<file path="src/rtl/matrix_row_driver.sv">
// LED dot-matrix row scanner with double-buffered frame storage.
// A shadow buffer is filled through a valid/ready load port and copied to the
// active (displayed) buffer only on a frame boundary. Each driven row is
// preceded by BLANK_CYCLES cycles with every row off to suppress ghosting.
module matrix_row_driver #(
  parameter int ROWS         = 7,
  parameter int COLS         = 5,
  parameter int BLANK_CYCLES = 2
) (
  input  logic            clock,
  input  logic            reset,
  input  logic            scan_tick,
  input  logic            load_valid,
  output logic            load_ready,
  input  logic [2:0]      load_row,
  input  logic [COLS-1:0] load_data,
  input  logic            load_last,
  output logic [2:0]      row_sel,
  output logic [ROWS-1:0] row_en,
  output logic [COLS-1:0] col_data,
  output logic            frame_start
);

  localparam int CW = (BLANK_CYCLES > 1) ? $clog2(BLANK_CYCLES) : 1;
  localparam logic [CW-1:0] BLANK_LAST = CW'(BLANK_CYCLES - 1);
  localparam logic [2:0]    ROW_LAST   = 3'(ROWS - 1);
  localparam logic [ROWS-1:0] ROW_ONE  = ROWS'(1);

  typedef enum logic [1:0] {IDLE, BLANK, DRIVE} state_t;

  state_t          state_reg;
  logic [CW-1:0]   blank_cnt_reg;
  logic            swap_pending_reg;
  logic [COLS-1:0] shadow_reg [ROWS];
  logic [COLS-1:0] active_reg [ROWS];

  logic            accept;
  logic            frame_edge;
  logic            do_swap;
  logic [COLS-1:0] active_row;

  // No new beats are taken while a completed update waits for its frame boundary.
  assign load_ready = ~swap_pending_reg;
  assign accept     = load_valid & ~swap_pending_reg;

  // A frame begins when a tick leaves IDLE or wraps the last row back to row 0.
  assign frame_edge = scan_tick &
                      ((state_reg == IDLE) ||
                       ((state_reg == DRIVE) && (row_sel == ROW_LAST)));
  assign do_swap    = frame_edge & swap_pending_reg;

  // Select the displayed pixels of the row about to be driven.
  always_comb begin
    active_row = '0;
    for (int i = 0; i < ROWS; i++) begin
      if (row_sel == 3'(i)) begin
        active_row = active_reg[i];
      end
    end
  end

  // Frame buffers and the pending-swap flag; the active copy only moves on a frame edge.
  always_ff @(posedge clock) begin
    if (reset) begin
      for (int i = 0; i < ROWS; i++) begin
        shadow_reg[i] <= '0;
        active_reg[i] <= '0;
      end
      swap_pending_reg <= 1'b0;
    end else begin
      for (int i = 0; i < ROWS; i++) begin
        if (do_swap) begin
          active_reg[i] <= shadow_reg[i];
        end
        // Rows at or beyond ROWS match no entry, so such beats are dropped.
        if (accept && (load_row == 3'(i))) begin
          shadow_reg[i] <= load_data;
        end
      end
      if (do_swap) begin
        swap_pending_reg <= 1'b0;
      end else if (accept && load_last) begin
        swap_pending_reg <= 1'b1;
      end
    end
  end

  // Scan state machine with registered row strobes, column data and frame pulse.
  always_ff @(posedge clock) begin
    if (reset) begin
      state_reg     <= IDLE;
      blank_cnt_reg <= '0;
      row_sel       <= 3'd0;
      row_en        <= '0;
      col_data      <= '0;
      frame_start   <= 1'b0;
    end else begin
      frame_start <= 1'b0;
      case (state_reg)
        IDLE: begin
          row_en   <= '0;
          col_data <= '0;
          if (scan_tick) begin
            state_reg     <= BLANK;
            row_sel       <= 3'd0;
            blank_cnt_reg <= '0;
            frame_start   <= 1'b1;
          end
        end
        BLANK: begin
          // Ticks are ignored here; the row is only lit after the full gap.
          row_en   <= '0;
          col_data <= '0;
          if (blank_cnt_reg == BLANK_LAST) begin
            state_reg     <= DRIVE;
            blank_cnt_reg <= '0;
            row_en        <= ROW_ONE << row_sel;
            col_data      <= active_row;
          end else begin
            blank_cnt_reg <= blank_cnt_reg + 1'b1;
          end
        end
        DRIVE: begin
          if (scan_tick) begin
            state_reg     <= BLANK;
            blank_cnt_reg <= '0;
            row_en        <= '0;
            col_data      <= '0;
            if (row_sel == ROW_LAST) begin
              row_sel     <= 3'd0;
              frame_start <= 1'b1;
            end else begin
              row_sel <= row_sel + 3'd1;
            end
          end
        end
        default: begin
          state_reg <= IDLE;
          row_en    <= '0;
          col_data  <= '0;
        end
      endcase
    end
  end

endmodule

</file>
<file path="config.mk">
export PLATFORM = sky130hd
export DESIGN_NAME = matrix_row_driver
export DESIGN_NICKNAME = d
export VERILOG_FILES = /design/src/rtl/matrix_row_driver.sv
export SDC_FILE = /design/constraint.sdc
export NUM_CORES = 1
export LEC_CHECK = 0
export CORE_ASPECT_RATIO = 0.7
export CORE_UTILIZATION = 49
export DETAILED_ROUTE_END_ITERATION = 8
export HOLD_SLACK_MARGIN = 0.15
export PLACE_DENSITY = 0.71
export SLEW_MARGIN = 10
export SYNTH_ARGS = -nofsm -noshare
export SYNTH_HDL_FRONTEND = slang
export SYNTH_SLANG_ARGS = --single-unit
</file>
<file path="constraint.sdc">
create_clock -name clock -period 7.45 [get_ports clock]
set_input_delay 1.1175 -clock clock [delete_from_list [all_inputs] [get_ports clock]]
set_output_delay 1.1175 -clock clock [all_outputs]
set_load 0.005 [all_outputs]
</file>
Yosys cells after proc, flatten, opt, wreduce, memory -nomap -nowiden --
Memories as Yosys holds them, arrays and structs flattened. Cells that the tools add are included.
Operators by class: $add $sub $neg 2, eq/ne operators 18, shift operators 1, multiplexer cells 67, bitwise gates (word level) 18, reduce and logical (&&, ||, !) cells 20
Operators with widths (count):
- 5-bit two-way mux | 23
- 1-bit two-way mux | 31
- 3-bit equality test, second input constant | 6
- 7-bit two-way mux | 2
- 1-bit OR | 14
- 7-bit case mux with 2 select lines | 1
- 3-bit by 2-bit equality test with 1-bit output, second input constant | 4
- 5-bit case mux with 2 select lines | 1
- 1-bit logical AND | 9
- 3-bit two-way mux | 3
- 1-bit by 3-bit left shift with 7-bit output, first input constant | 1
- 3-bit by 1-bit equality test with 1-bit output, second input constant | 2
- 3-bit logical NOT | 2
- 2-bit inequality test, second input constant | 3
- 3-bit case mux with 2 select lines | 1
- 2-bit two-way mux | 2
- 1-bit case mux with 2 select lines | 2
- 2-bit case mux with 2 select lines | 1
- 2-bit AND reduction | 2
- 2-bit nonzero test | 2
- 2-bit OR reduction | 2
- 3-bit by 1-bit adder with 3-bit output, second input constant | 1
- 1-bit bitwise AND | 3
- 3-bit AND reduction | 1
- 7 further kinds | 7
Storage, ports and cells: register bits after elaboration 20, bits in writable memories 70, input port bits 13, logic and storage cells 135, memories 2
Memories:
- active_reg | words 7, bits a word 5, rd ports 7, clocked after memory_dff 0, wr ports 7, line 35 | logic [COLS-1:0] active_reg [ROWS];
- shadow_reg | words 7, bits a word 5, rd ports 7, clocked after memory_dff 0, wr ports 7, line 34 | logic [COLS-1:0] shadow_reg [ROWS];

Logic depth before layout (Yosys ltp) --
Gate-level depths: netlist (run 1).
depth after elaboration 10, gate-level depth with buffers 8, mapped depth without buffers 6

Worst setup path before layout (run 1) --
No wires, ideal clock.
path kind input to register, start point in scan_tick, end point mem active_reg[0][0], enable pin, setup time 435 ps, arrival 3176 ps, required time 7015 ps, setup slack 3839 ps, stages on the path 4, cell sequence nand2b_1 > buf_4 > a21o_4 > o21bai_1
RTL lines:
- start, declared | line 12 | input logic scan_tick,
- end, declared | line 35

Worst setup path after layout (run 1) --
start point reg row_sel[0], end point out row_sel[0]
RTL lines:
- start, declared | line 18 | output logic [2:0] row_sel,
- start signal, assigned | line 133 | row_sel <= row_sel + 3'd1;
No word-level cell between the ends.

==> results_dict.tcl, run 1 <==
set metrics [dict create \
    status "finished clean" \
    grt_start_max_net_pins 37 \
    p_leak_nw 1.54 \
    grt_overflow_total 0 \
    total_power_uw 900 \
    chipHeight_um 74.9 \
    kind_of_cell_with_the_highest_combined_delay_on_the_critical_path "flip-flops" \
    postCtsSetupBuffers 0 \
    drcViolationCount 0 \
    path_class "flop to primary output" \
    worst_hold_startpoint "col_data[2]" \
    rr_worst_depth 4 \
    ys_ff_latch 90 \
    dp_hpwl_um 4550 \
    synth_top_area_share 0.565 \
    drt-pass1-iter-count 4 \
    synth.distinct_cells 36 \
    fp.dieArea_sq_um 7940 \
    drt_first_iter_violations 155 \
    netlist_top_cells_area "edfxtp_1 57%, dfxtp_1 11%, nor2_1 5.3%" \
    area_grow_syn2layout_pct 14.1 \
    detail-route-antenna-nets 0 \
    synth_area_leader "edfxtp_1" \
    unrepaired_setup_endpoints_after_global_routing "false" \
    critical_path.slowest_cell "dfxtp_1" \
    synth.mux.area_fraction 0.0135 \
    post_synth_instance_area_sq_um 3720 \
    setup_total_negative_slack_ps 0 \
    viasPerCell 5.16 \
    clk-insertion-delay-late_ps 350 \
    cp-start-kind "flop" \
    grt_first_pass_wirelength_um 10800 \
    detailed_place.area_sq_um 4080 \
    synth_async_sr_flop_share 0 \
    largest_driver_fanout_on_the_critical_path 21 \
    clkSinkCount 90 \
    clock_transition_time_at_the_flip_flop_clock_pins_of_the_worst_setup_and_hold_paths_ps 80 \
    synth_xor_xnor_area_share 0 \
    design.final.nets 349 \
    layout-drive-gt1-share 0.0619 \
    initial_utilization 0.508 \
    clock_tree.root_cell "clkbuf_8" \
    hold_path_cells 2 \
    register_area_sq_um 2500 \
    wirelength_um 6640 \
    critical_path_required_ps 6330 \
    post-synth-top-count-cell "edfxtp_1" \
    critPathArrivalTime_ps 1870 \
    multi_input_area_sq_um 1120 \
    synth_common_cells "70 x edfxtp_1, 52 x nor2_1, 31 x and2_1" \
    postSynth.topFlopCell "edfxtp_1" \
    rr_startpoint "row_sel[1]" \
    worst_path_largest_cell_delay_ps 870 \
    worst_hold_path_type "flop to flop" \
    post_synth_edffs 70 \
    worstPathCellList "clkdlybuf4s50_1" \
    fmaxAchievable_mhz 335 \
    filler_cell_count 618 \
    number_of_antenna_violations_at_the_first_check_in_global_routing 0 \
    route.detailed.wl_per_inst_um 15.2 \
    post_synthesis_area_per_instance_sq_um 12.1 \
    portBuffers 29 \
    core_region_area_sq_um 7320 \
    insertedDiodeCount 0 \
    final_gp_congestion 0.727 \
    timing.max_slew.rel_slack 0.442 \
    layout_worst_path_cycle_share 0.401 \
    path_depth 1 \
    synthesis.instances 306 \
    worstPathBufferInverterCount 1 \
    worstMarginPinSlew_ps 835 \
    final_util 0.579 \
    final_hold_viol_count 0 \
    first_global_vias 2064 \
    clock_tree_from_tritoncts "built" \
    ys.warnings.count 0 \
    clock_skew_ps 11.1 \
    final-max-slew-violation-count 0 \
    yosys.area_share.adder 0.00337 \
    floorplan.io_pins 30 \
    cap_viol_max_count 0 \
    finalCriticalPeriod_ps 2990 \
    finalSetupViolCount 0 \
    finish.cell_count_without_fillers 437 \
    number_of_hold_buffers_added_after_cts 0 \
    cts-resized-gates 0 \
    synth_sequential_area_ratio 0.673 \
    timing.critical_path.to_type "primary output" \
    grtUsageTotal 0.188 \
    power.density_cell_area_nw_per_um2 212 \
    irDropWorstVdd_mv 0.115 \
    post-route-cell-area_sq_um 4240 \
    worstSetupStartpoint "row_sel[0]" \
    clockBufferDepth 2 \
    rows 26 \
    synth_top_family_by_area "simple AND/OR/NAND/NOR gates" \
    level_count_of_the_clock_h_tree 3 \
    dpl.cell_count 422 \
    num_vias 2255 \
    mappedNetlistNets 320 \
    synth_compound_gate_area_share 0.0868 \
    cts_buffers 9 \
    dieWidth_um 106 \
    post_synth_and_or_nand_nor_area_fraction 0.196 \
]
[layer usage]
| metal | part of all wire | global-route usage | vias up | routed length (um) |
|---|---|---|---|---|
| li1 | - | - | 1125 | - |
| met1 | 0.51 | 0.271 | 1058 | 3350 |
| met2 | 0.43 | 0.265 | 62 | 2860 |
| met3 | 0.049 | 0.0563 | 10 | 328 |
| met4 | 0.014 | 0.0818 | 0 | 95 |
| met5 | 0 | 0 | - | 0 |
[worst paths after layout]
| kind | endpoint | slack, ps |
|---|---|---|
| min | col_data[2] | 460 |
| min reg2reg | col_data[2] | 460 |
| max | row_sel[0] | 4460 |
| max reg2reg | active_reg[2][4] | 5280 |
[power breakdown]
group          switching, mW  internal, mW  total, mW
Combinational         0.0291        0.0183     0.0475
Clock                  0.163         0.118      0.281
Sequential           0.00841         0.564      0.572
[cell usage in the layout (no fill, tap or decap), types with 2 or more instances in the layout]
cell type / count
nand2_1: 19
and2_1: 31
inv_1: 9
clkdlybuf4s50_1: 29
nor2_1: 52
clkinvlp_4: 2
buf_4: 2
o2bb2ai_1: 5
clkbuf_8: 9
nand2b_1: 16
clkinv_1: 2
edfxtp_1: 70
mux2i_1: 5
and3_1: 2
a21oi_1: 13
dfxtp_1: 20
a32oi_1: 3
nor2b_1: 9
a22oi_1: 7
o21a_1: 5
or3_1: 2
o21ai_0: 10
[cell families after synthesis]
kind of cell	count (synthesis)
compound gates	48
fa+ha+maj	1
buf+inv	22
flops	90
mux	5
simple gates	140
[metrics by stage]
step,setup WS [ps],hold WS [ps]
6_report,4460,463
5_1_grt,4320,489
4_1_cts,4410,467
3_5_place_dp,4370,446
3_3_place_gp,4410,443
2_1_floorplan,3840,449
[cell type report]
type,instances,share of cell area
multi-input combinational,194,0.264
inverter,9,0.00796
timing repair buffer,31,0.0720
tap,98,0.0289
clock buffer,10,0.0301
sequential,90,0.590
clock inverter,5,0.00737
Power figures use the tool's default switching activity.
==> run 2: changes to the inputs <==
==> constraint.sdc (replaced) <==
create_clock -name clock -period 2.92 [get_ports clock]
set_input_delay 0.438 -clock clock [delete_from_list [all_inputs] [get_ports clock]]
set_output_delay 0.438 -clock clock [all_outputs]
set_load 0.005 [all_outputs]
==> run 2 against run 1 <==
Compared with the run above:
- count of clock-buffer cells in the layout did not move
- routed wire length rose by 0.75%
- sequential cell count did not move
- register-to-register slack got worse by 4500 ps
- non-clock buffer count rose by 2
==> results_dict.tcl, run 2 (synthesis results as in run 1) <==
set metrics [dict create \
    clk-insertion-delay-late_ps 370 \
    worstMarginPinSlew_ps 782 \
    cts_buffers 9 \
    rows 26 \
    setup_total_negative_slack_ps 0 \
    worst_hold_path_type "flop to flop" \
    finalSetupViolCount 0 \
    detailroute.wirelength.met2_um 2830 \
    clock_transition_time_at_the_flip_flop_clock_pins_of_the_worst_setup_and_hold_paths_ps 90 \
    drcViolationCount 0 \
    clock_skew_ps 14.0 \
    grt_first_pass_wirelength_um 10600 \
    register_area_sq_um 2500 \
    dpl.cell_count 424 \
    finish.cell_count_without_fillers 440 \
    pre_cts_ws_ps 521 \
    clockBufferDepth 2 \
    first_global_vias 2053 \
    area_grow_syn2layout_pct 15.6 \
    critical_path_required_ps 3140 \
    total_power_mw 2.43 \
    number_of_hold_buffers_added_after_cts 0 \
    filler_cell_count 623 \
    clock_tree_from_tritoncts "built" \
    post-route-cell-area_sq_um 4300 \
    cp-start-kind "flop" \
    cap_viol_max_count 0 \
    clkPwrFrac 0.351 \
    final_gp_congestion 0.739 \
    net-switching-power_uw 543 \
    mostFrequentLayoutCells "70 x edfxtp_1, 52 x nor2_1, 31 x and2_1, 29 x clkdlybuf4s50_1, 20 x dfxtp_1" \
    level_count_of_the_clock_h_tree 3 \
    wirelength_um 6690 \
    viasPerCell 5.15 \
    met1Wirelength_um 3490 \
    power.internal_mw 1.89 \
    portBuffers 29 \
    final_hold_viol_count 0 \
    initial_utilization 0.508 \
    fmaxAchievable_mhz 457 \
    grtUsageTotal 0.187 \
    drt-pass1-iter-count 4 \
    postCtsSetupBuffers 0 \
    final.setup.worst_slack_ps 731 \
    core_region_area_sq_um 7320 \
    clkSinkCount 90 \
    num_vias 2264 \
    wl_met3_um 254 \
    floorplan.io_pins 30 \
    p_sw_frac 0.223 \
    fin_hold_ws_ps 467 \
    dp_hpwl_um 4650 \
    power.density_cell_area_nw_per_um2 566 \
    design.final.nets 351 \
    mostFrequentLayoutCell "edfxtp_1" \
    drt_first_iter_violations 148 \
    detail-route-antenna-nets 0 \
    status "finished clean" \
    unrepaired_setup_endpoints_after_global_routing "false" \
    irDropWorstVdd_mv 0.291 \
    final_util 0.587 \
    grt_overflow_total 0 \
    number_of_antenna_violations_at_the_first_check_in_global_routing 0 \
    route.detailed.wl_per_inst_um 15.2 \
    largest_driver_fanout_on_the_critical_path 30 \
    p_leak_nw 1.57 \
    cts-resized-gates 0 \
    dieWidth_um 106 \
    power.sequential.fraction 0.599 \
    timing.critical_path.to_type "flop" \
    power.share.combinational 0.050 \
    detailed_place.area_sq_um 4100 \
    grt_start_max_net_pins 36 \
    chipHeight_um 74.9 \
    path_class "flop to flop" \
    fp.dieArea_sq_um 7940 \
    multi_input_area_sq_um 1120 \
    final-max-slew-violation-count 0 \
    clock_tree.root_cell "clkbuf_8" \
    insertedDiodeCount 0 \
    layout_worst_path_cycle_share 0.750 \
    finalCriticalPeriod_ps 2190 \
    topmost_layer_with_routed_signal_wires "met4" \
    layout-drive-gt1-share 0.0760 \
    critPathArrivalTime_ps 2410 \
    timing.max_slew.rel_slack 0.477 \
]
run 2: changes by cell type in the layout (fill, tap and decap cells not counted), sizes merged:
cell    delta
bufinv     +1
inv        +2
buf        +2
clkinv     -2
run 2: cell type report:
cell class                      count  area share
Sequential cell                    90       0.582
Tap cell                           98      0.0285
Multi-Input combinational cell    194       0.260
Clock buffer                       10      0.0297
Inverter                            9     0.00786
Clock inverter                      6      0.0166
Timing Repair Buffer               33      0.0745
run 2: layer usage:
metal,GRT usage,up-vias
li1,-,1130
met1,0.258,1076
met2,0.278,46
met3,0.0606,12
met4,0.0694,0
met5,0,-
run 2: worst paths after layout:
kind	startpoint	endpoint	slack, ps	cells past startpoint
min	col_data[2]	col_data[2]	470	2
min reg2reg	col_data[2]	col_data[2]	470	2
max	row_sel[1]	active_reg[0][1]	730	4
max reg2reg	row_sel[1]	active_reg[0][1]	730	4
run 2: power groups by stage:
stage / combinational [mW] / sequential [mW] / clock (mW)
floorplan: 0.0779 / 1.48 / 0
global placement: 0.121 / 1.49 / 0
detailed placement: 0.123 / 1.49 / 0
CTS: 0.124 / 1.46 / 0.872
global route: 0.136 / 1.46 / 0.922
finish: 0.122 / 1.46 / 0.853
run 2: worst max-delay path, stage by stage (launching register included):
cell,delay [ps]
dfxtp_1,700
nand3b_4,220
a21o_4,290
nor3_4,600
and2_1,230
==> run 3: changes to the inputs <==
--- a/config.mk
+++ b/config.mk
@@ -9,7 +9,7 @@
 export CORE_UTILIZATION = 49
 export DETAILED_ROUTE_END_ITERATION = 8
 export HOLD_SLACK_MARGIN = 0.15
-export PLACE_DENSITY = 0.71
+export PLACE_DENSITY = 0.74
 export SLEW_MARGIN = 10
 export SYNTH_ARGS = -nofsm -noshare
 export SYNTH_HDL_FRONTEND = slang
==> constraint.sdc (replaced) <==
create_clock -name clock -period 1.9 [get_ports clock]
set_input_delay 0.285 -clock clock [delete_from_list [all_inputs] [get_ports clock]]
set_output_delay 0.285 -clock clock [all_outputs]
set_load 0.005 [all_outputs]
==> run 3 against run 2 <==
Compared with the run above:
- sequential power rose by 53%
- power is 52% higher
- routed wire length rose by 4.6%
- worst setup slack got worse by 650 ps
- register-to-register slack worse by 570 ps
- combinational power grew 75%
- final area increased by 2.7%
- cell count increased by 2.7%
- clock skew is 0.74 ps higher
- die area unchanged
- via count is 1.0% higher
- critical path depth is 2 lower
- critical path type is now flop to primary output
==> results_dict.tcl, run 3 (synthesis results as in run 1) <==
set metrics [dict create \
    status "finished clean" \
    p_leak_nw 1.64 \
    detail-route-antenna-nets 0 \
    clock_tree.root_cell "clkbuf_8" \
    floorplan.io_pins 30 \
    dieWidth_um 106 \
    initial_utilization 0.508 \
    post-route-cell-area_sq_um 4410 \
    core_region_area_sq_um 7320 \
    critical_path_required_ps 1620 \
    worst_hold_path_type "flop to flop" \
    fp.dieArea_sq_um 7940 \
    rows 26 \
    clkSinkCount 90 \
    final-max-slew-violation-count 0 \
    number_of_antenna_violations_at_the_first_check_in_global_routing 0 \
    clockBufferDepth 2 \
    area_grow_syn2layout_pct 18.7 \
    layout-drive-gt1-share 0.110 \
    critical_path.slowest_cell "clkdlybuf4s50_1" \
    mostFrequentLayoutCell "edfxtp_1" \
    filler_cell_count 598 \
    worstPathCellList "inv_1 > clkdlybuf4s50_1" \
    irDropWorstVdd_mv 0.487 \
    drt-pass1-iter-count 4 \
    finish.cell_count_without_fillers 452 \
    cap_viol_max_count 0 \
    cts-resized-gates 0 \
    viasPerCell 5.06 \
    drt_first_iter_violations 173 \
    postCtsSetupBuffers 0 \
    power.density_cell_area_nw_per_um2 839 \
    critPathArrivalTime_ps 1540 \
    path_class "flop to primary output" \
    mostFrequentLayoutCells "70 x edfxtp_1, 52 x nor2_1, 31 x and2_1, 29 x clkdlybuf4s50_1, 20 x dfxtp_1" \
    grt_first_pass_wirelength_um 10900 \
    final_hold_viol_count 0 \
    fmaxAchievable_mhz 549 \
    grt_overflow_total 0 \
    level_count_of_the_clock_h_tree 3 \
    dpl.cell_count 436 \
    finalCriticalPeriod_ps 1820 \
    layout_worst_path_cycle_share 0.959 \
    clock_transition_time_at_the_flip_flop_clock_pins_of_the_worst_setup_and_hold_paths_ps 90 \
    setup_total_negative_slack_ps 0 \
    portBuffers 29 \
    drcViolationCount 0 \
    grt_start_max_net_pins 36 \
    finalSetupViolCount 0 \
    timing.max_slew.rel_slack 0.657 \
    insertedDiodeCount 0 \
    worst_path_largest_cell_delay_ps 570 \
    clock_skew_ps 14.8 \
    cp-start-kind "flop" \
    final_util 0.603 \
    wirelength_um 7000 \
    detailroute.wirelength.met2_um 3080 \
    wl_met3_um 282 \
    clock_tree_from_tritoncts "built" \
    num_vias 2287 \
    worstSetupStartpoint "swap_pending_reg" \
    pre_cts_ws_ps 64.2 \
    worstMarginPinSlew_ps 514 \
    topmost_layer_with_routed_signal_wires "met4" \
    detailed_place.area_sq_um 4220 \
    unrepaired_setup_endpoints_after_global_routing "false" \
    rr_startpoint "row_sel[0]" \
    clk-insertion-delay-late_ps 370 \
    fin_hold_ws_ps 464 \
    met1Wirelength_um 3570 \
    design.final.nets 363 \
    total_power_mw 3.70 \
    final_gp_congestion 0.755 \
    largest_driver_fanout_on_the_critical_path 5 \
    worst_hold_startpoint "col_data[1]" \
    timing.critical_path.to_type "primary output" \
    number_of_hold_buffers_added_after_cts 0 \
    cts_buffers 9 \
    route.detailed.wl_per_inst_um 15.5 \
    grtUsageTotal 0.189 \
    dp_hpwl_um 5160 \
    chipHeight_um 74.9 \
    final.setup.worst_slack_ps 78.7 \
    first_global_vias 2146 \
]
## run 3: cell count changes in the layout (fill, tap and decap cells not counted), sizes merged
cell      before  now
clkbuf        10    9
inv           12   13
clkinv         0    2
bufinv         1    0
clkinvlp       2    1
buf            4   16
## run 3: layer usage
| layer | up-vias | track usage |
|---|---|---|
| met1 | 1065 | 0.264 |
| met4 | 0 | 0.0386 |
| met2 | 62 | 0.294 |
| li1 | 1153 | - |
| met3 | 7 | 0.0623 |
| met5 | - | 0 |
## run 3: final timing paths
check / to / slack (ps) / cells past startpoint
min reg2reg: col_data[1] / 460 / 2
min: col_data[1] / 460 / 2
max: load_ready / 80 / 2
max reg2reg: col_data[0] / 160 / 5
## run 3: worst max-delay path, delay by kind of cell, from the launching register on
kind	cells	cell delay (ps)
flip-flops	1	360
buffers and inverters	2	820
## run 3: where the power goes
part	switching [mW]	internal, mW
Combinational	0.123	0.0901
Clock	0.737	0.511
Sequential	0.0325	2.21
Total	0.892	2.81
## run 3: area by class of cell
class                   count  area, sq um  share of cell area
clock buffers               9          124              0.0281
clock inverters             7         70.1              0.0159
inverters                   9         33.8             0.00765
multi-input cells         194         1130               0.255
flip-flops and latches     90         2500               0.567
well taps                  98          123              0.0278
repair buffers             45          435              0.0986
